--- src/rtl/sift_compare_pipe.sv ---
// sift_compare_pipe
// Two-stage compare pipeline for one heap sift step. Stage 1 registers the
// node and the best of its children. Stage 2 decides whether the parent and
// that child swap, and applies the swap. Both stages use valid/ready
// handshaking, so a full pipeline can still accept one node per cycle.
module sift_compare_pipe #(
    parameter int DATA_WIDTH   = 32,
    parameter int NUM_CHILDREN = 2,
    parameter int MAX_MODE     = 0,
    parameter int TAG_WIDTH    = 8,
    localparam int IDX_W       = ($clog2(NUM_CHILDREN) > 1) ? $clog2(NUM_CHILDREN) : 1
) (
    input  logic                               clk,
    input  logic                               rst,
    input  logic                               i_valid,
    output logic                               o_in_ready,
    input  logic [DATA_WIDTH-1:0]              i_parent,
    input  logic [NUM_CHILDREN*DATA_WIDTH-1:0] i_children,
    input  logic [TAG_WIDTH-1:0]               i_tag,
    output logic                               o_valid,
    input  logic                               i_out_ready,
    output logic [DATA_WIDTH-1:0]              o_parent,
    output logic [NUM_CHILDREN*DATA_WIDTH-1:0] o_children,
    output logic                               o_swap,
    output logic [IDX_W-1:0]                   o_swap_idx,
    output logic [TAG_WIDTH-1:0]               o_tag,
    output logic [31:0]                        o_swap_count
);

    logic                               s1_valid;
    logic [DATA_WIDTH-1:0]              s1_parent;
    logic [NUM_CHILDREN*DATA_WIDTH-1:0] s1_children;
    logic [TAG_WIDTH-1:0]               s1_tag;
    logic [IDX_W-1:0]                   s1_best_idx;
    logic [DATA_WIDTH-1:0]              s1_best_key;

    logic                               s2_valid;
    logic [31:0]                        swap_count;

    logic [IDX_W-1:0]                   scan_idx;
    logic [DATA_WIDTH-1:0]              scan_key;
    logic                               swap_next;
    logic [NUM_CHILDREN*DATA_WIDTH-1:0] children_next;

    logic                               accept;
    logic                               s2_load;
    logic                               drain;

    // Strict heap ordering. Equal keys are never "better", so ties keep the
    // lower child index and equal keys never swap.
    function automatic logic better(input logic [DATA_WIDTH-1:0] a,
                                    input logic [DATA_WIDTH-1:0] b);
        if (MAX_MODE != 0) begin
            return a > b;
        end
        return a < b;
    endfunction

    // Handshake. Stage 1 can take a new node when it is empty or when it
    // hands its node to stage 2 in this same cycle. o_in_ready never looks at
    // i_valid.
    assign drain        = s2_valid && i_out_ready;
    assign s2_load      = s1_valid && (!s2_valid || i_out_ready);
    assign o_in_ready   = !s1_valid || s2_load;
    assign accept       = i_valid && o_in_ready;
    assign o_valid      = s2_valid;
    assign o_swap_count = swap_count;

    // Linear scan for the best child. Only a strictly better key replaces
    // the current pick, so ties resolve to the lowest index.
    always_comb begin
        scan_key = i_children[DATA_WIDTH-1:0];
        scan_idx = '0;
        for (int k = 1; k < NUM_CHILDREN; k++) begin
            if (better(i_children[k*DATA_WIDTH +: DATA_WIDTH], scan_key)) begin
                scan_key = i_children[k*DATA_WIDTH +: DATA_WIDTH];
                scan_idx = IDX_W'(k);
            end
        end
    end

    // Swap decision, and the child vector after the old parent is moved into
    // the slot of the selected child.
    always_comb begin
        swap_next     = better(s1_best_key, s1_parent);
        children_next = s1_children;
        for (int k = 0; k < NUM_CHILDREN; k++) begin
            if (swap_next && (s1_best_idx == IDX_W'(k))) begin
                children_next[k*DATA_WIDTH +: DATA_WIDTH] = s1_parent;
            end
        end
    end

    // Stage 1: capture the node and its best child on accept. Stage 1 empties
    // when its node moves on and nothing new arrives.
    always_ff @(posedge clk) begin
        if (rst) begin
            s1_valid    <= 1'b0;
            s1_parent   <= '0;
            s1_children <= '0;
            s1_tag      <= '0;
            s1_best_idx <= '0;
            s1_best_key <= '0;
        end else if (accept) begin
            s1_valid    <= 1'b1;
            s1_parent   <= i_parent;
            s1_children <= i_children;
            s1_tag      <= i_tag;
            s1_best_idx <= scan_idx;
            s1_best_key <= scan_key;
        end else if (s2_load) begin
            s1_valid    <= 1'b0;
        end
    end

    // Stage 2: register the swapped (or unchanged) node. The outputs stay
    // frozen while downstream stalls.
    always_ff @(posedge clk) begin
        if (rst) begin
            s2_valid   <= 1'b0;
            o_parent   <= '0;
            o_children <= '0;
            o_swap     <= 1'b0;
            o_swap_idx <= '0;
            o_tag      <= '0;
        end else if (s2_load) begin
            s2_valid   <= 1'b1;
            o_parent   <= swap_next ? s1_best_key : s1_parent;
            o_children <= children_next;
            o_swap     <= swap_next;
            o_swap_idx <= s1_best_idx;
            o_tag      <= s1_tag;
        end else if (drain) begin
            s2_valid   <= 1'b0;
        end
    end

    // Count delivered results that swapped. The count saturates at all-ones.
    always_ff @(posedge clk) begin
        if (rst) begin
            swap_count <= '0;
        end else if (drain && o_swap && (swap_count != 32'hFFFF_FFFF)) begin
            swap_count <= swap_count + 32'd1;
        end
    end

endmodule

--- config.mk ---
export PLATFORM = sky130hd
export DESIGN_NAME = sift_compare_pipe
export DESIGN_NICKNAME = d
export VERILOG_FILES = /design/src/rtl/sift_compare_pipe.sv
export SDC_FILE = /design/constraint.sdc
export NUM_CORES = 1
export LEC_CHECK = 0
export CORE_MARGIN = 2
export CORE_UTILIZATION = 30
export CTS_CLUSTER_SIZE = 28
export DETAILED_ROUTE_END_ITERATION = 10
export GPL_TIMING_DRIVEN = 0
export PLACE_DENSITY = 0.52
export SLEW_MARGIN = 20
export SYNTH_ARGS = -nofsm -noshare
export SYNTH_HDL_FRONTEND = slang
export SYNTH_SLANG_ARGS = --single-unit
export TNS_END_PERCENT = 100
--- constraint.sdc ---
create_clock -name clk -period 6 [get_ports clk]
set_input_delay 0.9 -clock clk [delete_from_list [all_inputs] [get_ports clk]]
set_output_delay 0.9 -clock clk [all_outputs]
set_load 0.005 [all_outputs]
After elaboration in Yosys (flattened, before gate mapping)
Index checks and enable logic that the tools add are counted.
Storage, ports and cells
  register bits after elaboration: 277
  input bits: 108
  output and inout bits: 140
  word-level logic and storage cells: 40
Operators by class
  add/sub/neg operators: 1
  order comparisons: 2
  eq/ne operators: 1
  mux-type cells: 9
  bitwise gates (word level): 1
  reduce and logical (&&, ||, !) cells: 13
Operators by type and width (number)
  $mux W32: 4
  $lt A32 B32 Y1: 2
  $add A32 B1 Y32 const B: 1
  $ne A32 B32 Y1 const B: 1
  $logic_and A1 B1 Y1: 7
  $mux W1: 5
  $reduce_bool A2 Y1: 2
  $logic_not A1 Y1: 2
  $logic_or A1 B1 Y1: 2
  $not A1 Y1: 1

Longest topological paths before layout
  depth in word-level cells: 6
  mapped depth: 10
  depth with buffers taken out: 9

Worst setup path after synthesis
No wires, ideal clock.
  kind: in2reg
  start: input port i_children[29]
  end: register s1_best_key[10]
  data arrival time: 2690 ps
  required time: 5872 ps
  setup slack: 3182 ps
  cell stages on the path: 10
  path buffers: 1
  path through: inv_1 ha_1 a21oi_1 nor2b_1 o21ai_0 nand2_1 o32ai_2 buf_2 mux2i_1 o21ai_0
Between the ends
  word-level cells in the longest chain between the ends: 2
RTL lines
  from (decl): RTL line 18  | input logic [NUM_CHILDREN*DATA_WIDTH-1:0] i_children,
  $lt A32 B32 Y1: RTL line 56  | return a < b;
  $mux W32: RTL line 75  | if (better(i_children[k*DATA_WIDTH +: DATA_WIDTH], scan_key)) begin
  to (signal assigned): RTL line 110  | s1_best_key <= scan_key;
  to (decl): RTL line 35  | logic [DATA_WIDTH-1:0] s1_best_key;
No other way between the ends.
A chain may end at the register's enable or synchronous reset.

Worst setup path in the final report
  start: input port i_children[15]
  end: register s1_best_key[3]
Same word-level chain as after synthesis.

==> flow_metrics.py <==
metrics = {
    "worst_setup_path": {
        "worstSetupPathType": "input port to flop",
        "r2r_start": "s1_parent[19]$_SDFFE_PP0P_",
        "r2r.worst_path.cells": 10,
        "worstSetupStartpoint": "i_children[15]",
        "critical_path.endpoint_type": "flop",
        "critPathLaunchType": "input port",
        "worst-endpoint-arrival_ns": 4.55,
        "crit_path_max_fanout": 10,
        "cp.required_ns": 6.39,
    },
    "die": {
        "dieWidth_um": 210.7,
        "floorplan.rows": 75,
        "die_area_um2": 44380,
        "ioPinCount": 248,
        "initial_core_util": 0.3048,
        "core_region_area_um2": 42040,
        "die_h_um": 210.7,
    },
    "detailed_routing": {
        "drt-vias-per-instance": 5.019,
        "routed_wirelength_um": 47180,
        "top_layer": "met4",
        "drt-pass1-iter-count": 5,
        "wire_length_on_met2_um": 21710,
        "vias": 11825,
        "drt_first_iter_violations": 529,
        "drc": 0,
        "wl_met1_um": 21010,
        "routed-wl-met3_um": 3059,
        "avgRoutedWirePerCell_um": 20.03,
        "antenna_left": 0,
    },
    "synthesis": {
        "synth_async_sr_flop_share": 0,
        "synth_ff_type": "dfxtp_1",
        "number_of_instances_in_the_synthesized_netlist": 1513,
        "synth-warning-count": 0,
        "seq_area_frac_synth": 0.4328,
        "syn_avg_cell_area_um2": 8.469,
        "post_synth_main_area_contributors": "dfxtp_1 43%, nand2_1 8.5%, a2111oi_2 6.6%",
        "syn-cell-area_um2": 12810,
        "synth.ff_latch_count": 277,
        "netlist.area_leader.share": 0.4328,
        "yosys.area.top_type": "dfxtp_1",
        "syn-num-nets": 1684,
        "yosys.cell_types.count": 45,
        "number_of_flops_mapped_to_enable_cells_by_yosys": 0,
    },
    "global_route": {
        "total_grt_overflow": 0,
        "grt_first_pass_wirelength_um": 71100,
        "pin_count_of_the_biggest_net_entering_global_routing": 13,
        "antenna_violations_before_repair": 0,
        "grt_pass1_vias": 11972,
        "grt_util_all_layers": 0.2112,
    },
    "placed_design": {
        "place.port_buffers": 247,
        "dp_slack_ns": 1.255,
        "gp_routability_congestion": 0.8593,
        "hpwl_um": 36080,
    },
    "clock_tree": {
        "tritoncts": "yes",
        "cts_root_buffer": "clkbuf_16",
        "numClockSinks": 277,
        "cts_post_setup_buffers_inserted": 0,
        "htree_levels": 2,
        "post_cts_hold_buffer_count": 0,
        "cts.path.max_buffers": 3,
        "cts_clock_pin_slew_for_the_worst_setup_and_hold_paths_ns": 0.06,
        "tritoncts.num_buffers": 34,
        "insertion_delay_ns": 0.54,
        "cts_repair_resize_count": 0,
    },
    "layout": {
        "multiInputGateArea_um2": 6558,
        "nets": 1967,
        "most_frequent_cells_in_the_layout": "289 x nand2_1, 277 x dfxtp_1, 247 x clkdlybuf4s50_1",
        "mostFrequentLayoutCell": "nand2_1",
        "layout.filler_cells": 4337,
        "syn_to_final_growth_pct": 33.04,
        "final_layout_size_suffix_gt1_frac": 0.07210,
        "n_antenna_cell": 0,
        "final-seq-area_um2": 5545,
    },
    "sta": {
        "finalCritPeriodShare": 0.6944,
        "layout_setup_ws_ns": 1.834,
        "relSlewSlack": 0.2639,
        "clock-skew-final_ns": 0.02462,
        "max_clock_freq_ghz": 0.2400,
        "report.final.hold_viol_count": 0,
        "period_needed_ns": 4.166,
        "rsz0062_at_grt": "false",
        "tightestPinTransition_ns": 1.104,
        "finalSetupTns_ns": 0,
        "setup_violations": 0,
        "final_max_slew_viol_count": 0,
    },
    "flow_run": {
        "drv.max_cap_violation_count": 0,
    },
    "pwr": {
        "peak_supply_drop_v": 0.0001836,
        "power_density_nw_per_um2": 296.5,
        "leakagePower_nw": 6.492,
    },
    "hold_path": {
        "timing.hold.worst_path_depth": 2,
        "min_from": "s1_tag[1]$_SDFFE_PP0P_",
        "hold_path_class": "flop to flop",
    },
    "outcome": {
        "status": "complete, no violations",
    },
}
per-layer routing:
metal	vias to the layer above	global-route usage
met1	5591	0.2710
met4	0	0.07576
met5	-	0
li1	5810	-
met3	77	0.04401
met2	347	0.3505
state kept, by name, indices dropped and copies added (netlist names):
signal        cells
s1_children      64
o_swap            1
o_valid           1
o_parent         32
o_swap_count     32
o_swap_idx        1
s1_best_idx       1
s1_best_key      32
o_children       64
s1_tag            8
s1_parent        32
s1_valid          1
o_tag             8
kinds of logic after synthesis:
kind of cell               share of synthesized area
and+or+nand+nor                               0.2002
AOI/OAI and AO/OA                             0.1803
DFF                                           0.4328
buffers and inverters                        0.05546
muxes                                        0.04999
adders and majority gates                    0.06152
xor gates and xnor gates                     0.01982
final timing paths:
path / end / slack (ns)
max: s1_best_key[3]$_SDFFE_PP0P_ / 1.83
min: o_tag[1]$_SDFFE_PP0P_ / 0.45
max reg2reg: o_parent[30]$_SDFFE_PP0P_ / 2.61
min reg2reg: o_tag[1]$_SDFFE_PP0P_ / 0.45
power breakdown:
group	internal (mW)	switching [mW]	total, mW
registers	1.95	0.0882	2.04
logic	0.412	0.558	0.970
clock network	1.23	0.815	2.04
total	3.59	1.46	5.05
final cells by class:
| class | count | share of cell area |
|---|---|---|
| clock buffer | 48 | 0.05776 |
| sequential | 277 | 0.3253 |
| tap | 539 | 0.03956 |
| buffer | 104 | 0.02760 |
| clock inverter | 9 | 0.006018 |
| inverter | 64 | 0.01409 |
| timing repair buffer | 247 | 0.1450 |
| multi-input combinational | 1068 | 0.3847 |
synthesized netlist by cell type (all sizes together), types with 19 or more instances:
cell,n
nand2,289
buf,20
xor2,19
a2111oi,64
a211oi,40
nor3,76
mux2i,64
nor2,172
clkbuf,84
a21oi,137
ha,63
dfxtp,277
nand3,19
inv,64
o21ai,44
worst max-delay path: stages:
cell and delay, ns:
clkdlybuf4s50_1 0.53, inv_1 0.06, ha_1 0.32, nand4_1 0.30, nor4_1 0.35, a32oi_1 0.27, a211oi_1 0.71, o32ai_2 0.40
buf_2 0.36, mux2i_1 0.24, o21ai_0 0.10
metrics by stage:
stage / utilization / hold WS (ns) / cell area (µm²) / std cells / power [mW]
6_report: 0.4055 / 0.4498 / 17050 / 2356 / 5.055
5_1_grt: 0.4055 / 0.4703 / 17050 / 2356 / 5.268
4_1_cts: 0.4055 / 0.4523 / 17050 / 2356 / 5.104
3_5_place_dp: 0.3796 / 0.4477 / 15960 / 2299 / 3.052
3_3_place_gp: 0.3796 / 0.4396 / 15960 / 2299 / 3.039
2_1_floorplan: - / 0.4321 / 12810 / 1513 / 2.605
No activity file was read; power rests on OpenSTA's default activity.
